--- src/rtl/gray_counter_updown.sv ---
// gray_counter_updown
// Up/down Gray-code counter with asynchronous active-low reset, synchronous
// clear and parallel load, combinational terminal count and a registered
// wrap pulse. The binary count is the only real state. The Gray output is
// registered from the same next-state value, so both outputs change on the
// same edge.
//
// Build option: defining GRAY_CNT_SATURATE_EN adds the Saturate_in port.
// With that input high, a step that would wrap holds the count at its limit
// instead.
module gray_counter_updown #(
   parameter int COUNTER_WIDTH = 4,
   parameter int CLEAR_VALUE   = 0
) (
   input  logic                     Clk,
   input  logic                     Reset_n,
   input  logic                     Clear_in,
   input  logic                     Load_in,
   input  logic [COUNTER_WIDTH-1:0] LoadValue_in,
   input  logic                     Enable_in,
   input  logic                     Down_in,
`ifdef GRAY_CNT_SATURATE_EN
   input  logic                     Saturate_in,
`endif
   output logic [COUNTER_WIDTH-1:0] BinaryCount_out,
   output logic [COUNTER_WIDTH-1:0] GrayCount_out,
   output logic                     TerminalCount_out,
   output logic                     Wrap_out
);

   localparam logic [COUNTER_WIDTH-1:0] CLEAR_BIN = COUNTER_WIDTH'(CLEAR_VALUE);
   localparam logic [COUNTER_WIDTH-1:0] ALL_ONES  = '1;
   localparam logic [COUNTER_WIDTH-1:0] ALL_ZEROS = '0;

   // Reject parameter sets that cannot work before any logic is built.
   if (COUNTER_WIDTH < 2) begin : g_width_check
      $error("gray_counter_updown: COUNTER_WIDTH must be at least 2");
   end
   if ((CLEAR_VALUE < 0) ||
       ((COUNTER_WIDTH < 31) && (CLEAR_VALUE >= (1 << COUNTER_WIDTH)))) begin : g_clear_check
      $error("gray_counter_updown: CLEAR_VALUE does not fit in COUNTER_WIDTH bits");
   end

   // Binary to reflected Gray code.
   function automatic logic [COUNTER_WIDTH-1:0] to_gray(input logic [COUNTER_WIDTH-1:0] bin);
      return bin ^ (bin >> 1);
   endfunction

   // True when the next step in the given direction would wrap.
   function automatic logic at_limit(input logic [COUNTER_WIDTH-1:0] bin, input logic down);
      return down ? (bin == ALL_ZEROS) : (bin == ALL_ONES);
   endfunction

   // One modular step. Carry and borrow are discarded.
   function automatic logic [COUNTER_WIDTH-1:0] step(input logic [COUNTER_WIDTH-1:0] bin,
                                                     input logic down);
      return down ? (bin - 1'b1) : (bin + 1'b1);
   endfunction

   // Step with optional saturation. When holding, the count stays at the limit.
   function automatic logic [COUNTER_WIDTH-1:0] saturate_step(input logic [COUNTER_WIDTH-1:0] bin,
                                                              input logic down,
                                                              input logic sat);
      if (sat && at_limit(bin, down)) begin
         return bin;
      end
      return step(bin, down);
   endfunction

   logic [COUNTER_WIDTH-1:0] count_q;
   logic [COUNTER_WIDTH-1:0] gray_q;
   logic                     wrap_q;
   logic [COUNTER_WIDTH-1:0] count_d;
   logic                     wrap_d;
   logic                     sat_mode;

`ifdef GRAY_CNT_SATURATE_EN
   assign sat_mode = Saturate_in;
`else
   assign sat_mode = 1'b0;
`endif

   // Next-state selection. Priority is clear, then load, then enable, then hold.
   always_comb begin
      count_d = count_q;
      wrap_d  = 1'b0;
      if (Clear_in) begin
         count_d = CLEAR_BIN;
      end else if (Load_in) begin
         count_d = LoadValue_in;
      end else if (Enable_in) begin
         count_d = saturate_step(count_q, Down_in, sat_mode);
         wrap_d  = at_limit(count_q, Down_in) && !sat_mode;
      end
   end

   // Count, Gray and wrap registers. Gray comes from count_d, so it has no skew against the binary count.
   always_ff @(posedge Clk or negedge Reset_n) begin
      if (!Reset_n) begin
         count_q <= CLEAR_BIN;
         gray_q  <= to_gray(CLEAR_BIN);
         wrap_q  <= 1'b0;
      end else begin
         count_q <= count_d;
         gray_q  <= to_gray(count_d);
         wrap_q  <= wrap_d;
      end
   end

   assign BinaryCount_out   = count_q;
   assign GrayCount_out     = gray_q;
   assign TerminalCount_out = at_limit(count_q, Down_in);
   assign Wrap_out          = wrap_q;

endmodule

--- config.mk ---
export PLATFORM = sky130hd
export DESIGN_NAME = gray_counter_updown
export DESIGN_NICKNAME = d
export VERILOG_FILES = /design/src/rtl/gray_counter_updown.sv
export SDC_FILE = /design/constraint.sdc
export NUM_CORES = 1
export LEC_CHECK = 0
export BUFFER_PORTS_ARGS = -buffer_cell sky130_fd_sc_hd__buf_4
export CAP_MARGIN = 15
export CORE_MARGIN = 10
export CORE_UTILIZATION = 30
export DETAILED_ROUTE_END_ITERATION = 6
export SLEW_MARGIN = 20
export SYNTH_ARGS = -nofsm -noshare
export SYNTH_HDL_FRONTEND = slang
export SYNTH_SLANG_ARGS = --single-unit
--- constraint.sdc ---
create_clock -name Clk -period 4.5 [get_ports Clk]
set_input_delay 0.9 -clock Clk [delete_from_list [all_inputs] [get_ports Clk]]
set_output_delay 0.9 -clock Clk [all_outputs]
set_load 0.01 [all_outputs]
==> metrics.yaml <==
synth_top_area_share_pct: 38.3
ctsResizeCount: 0
critPathRequiredTime_ps: 3600
drv_slew: 0
vias: 437
pre_cts_ws_ps: 2110
clkTransAtPathRegs_ps: 50
finalPower_mw: 0.200
finalWorstSetupSlack_ps: 2190
areaGrowthSynthToFinish_pct: 31.1
boundaryPins: 20
syn_inst: 49
instances_no_fill: 85
drt-total-wl_um: 1180
gp_congestion: 0.816
outcome: "finished clean"
layout_min_cycle_time_ps: 2310
ir_drop_mv: 0.147
rsz0062_at_grt: "false"
final_nets: 83
ys.flop_type: "dfrtp_1"
synth_edf_count: 0
initial_utilization_pct: 31.0
rows: 15
grt-ovfl-total: 0
cp_max_fo: 9
hp-class: "primary input to async pin"
async_flop_share_pct: 100
detail_route.wl_per_cell_um: 13.9
dp.cells: 82
drc: 0
synth_common_cells: "8 x dfrtp_1, 6 x nor2_1, 3 x mux2i_1"
setup_viol: 0
cts_setup_buffers: 0
worstSetupEndpointType: "output port"
tightestPinTransition_ps: 364
fin_skew_ps: 5.75
clock-root-buffer: "clkbuf_4"
synth_nets: 62
max_freq_mhz: 434
synth_cell_type_count: 32
hold_ws_ps: 453
grt_util_met3_pct: 3.86
slew-limit-headroom_pct: 75.5
grt_pass1_wl_um: 2070
portBuffers: 19
grt_pass1_vias: 446
grt_util_all_layers_pct: 7.40
hold_violations: 0
grt.busiest_layer: "met2"
antenna_left: 0
p_leak_nw: 0.345
post-route-period-util_pct: 51.2
insertion_delay_ps: 250
cp-start-kind: "primary input"
ys_ff_latch: 8
cts_tree: "built"
grt_antenna_before_repair: 0
met2_usage_pct: 11.9
arrival_ps: 1410
postCtsHoldBufs: 0
synth-seq-area-share_pct: 38.3
drtIter0Drc: 4
grt_max_degree: 12
die_w_um: 61.8
r2r_slack_ps: 2700
synth_warnings: 0
yosysMostFrequentCell: "dfrtp_1"
crit_type: "primary input to output port"
cts_buffer_depth: 2
diodes: 0
viasPerCell: 5.14
dieArea_um2: 3810
core_um2: 1690
power_density_nw_per_um2: 292
hpwl_um: 1010
cts_max_level: 1
syn_avg_cell_area_um2: 10.7
cts.sinks: 8
ys_top_cells_by_area: "dfrtp_1 38%, mux2i_1 5.7%, ha_1 4.8%, nor2_1 4.3%, fa_1 3.8%"
cts_made_buffers: 3
layout-drive-gt1-share_pct: 35.3
fin_tns_setup_ps: 0
die_h_um: 61.8
cap_violations: 0
synth_top_cell_by_area: "dfrtp_1"
first_pass_iters: 3
met1_usage_pct: 7.40
syn_area_um2: 523
[cell type report]
cell class	count	area, um2
tap	17	21.3
fill	180	1000
sequential	8	200
multi-input combinational	37	295
clock buffer	3	22.5
inverter	1	3.75
timing repair buffer	19	143
[critical path, cell delays in order]
cell and delay (ps):
buf_4 150, o21ai_0 200, buf_4 160
[through the flow]
step / utilization, % / cell area, um2
6_report: 40.6 / 686
5_1_grt: 40.6 / 686
4_1_cts: 40.6 / 686
3_5_place_dp: 39.3 / 663
3_3_place_gp: 39.3 / 663
2_1_floorplan: - / 523
[cell usage in the layout, fill, tap and decap left out, drive strengths merged, types with 2 or more instances in the layout]
cell / n
clkbuf: 3
buf: 19
ha: 2
xor2: 2
dfrtp: 8
xnor2: 2
nor2: 6
mux2i: 3
[sequential cells by signal (all words and copies together), names as in the netlist]
register and count:
BinaryCount_out 4, GrayCount_out 3, Wrap_out 1
[layer usage]
layer	part of all wire [%]	vias to the layer above
met1	35	205
met4	2.3	0
met2	53	13
met3	9.9	2
li1	-	217
met5	0	-
[where the power goes]
group	total, mW	internal [mW]	switching (mW)
Sequential	0.0866	0.0795	0.00707
Clock	0.0531	0.0304	0.0227
Combinational	0.0606	0.0323	0.0283
[cell families (layout without fill, tap and decap cells)]
logic type | after synthesis | count (layout) | synth area share (%)
fa+ha+maj | 3 | 3 | 8.61
compound gates | 8 | 8 | 13.2
simple gates | 18 | 18 | 20.1
flops | 8 | 8 | 38.3
xor+xnor | 4 | 4 | 6.70
buf+inv | 4 | 23 | 5.26
mux | 4 | 4 | 7.89
[path summary, 6_finish.rpt]
path | startpoint | end | depth (start not counted)
max | Down_in | TerminalCount_out | 3
min | Reset_n | GrayCount_out[1]$_DFF_PN0_ | 1
max reg2reg | BinaryCount_out[0]$_DFF_PN0_ | GrayCount_out[1]$_DFF_PN0_ | 5
min reg2reg | BinaryCount_out[2]$_DFF_PN0_ | Wrap_out$_DFF_PN0_ | 3
max in group asynchronous | Reset_n | BinaryCount_out[2]$_DFF_PN0_ | 1
min in group Clk | BinaryCount_out[2]$_DFF_PN0_ | Wrap_out$_DFF_PN0_ | 3
Note: power is estimated with default switching activity, not from simulation.
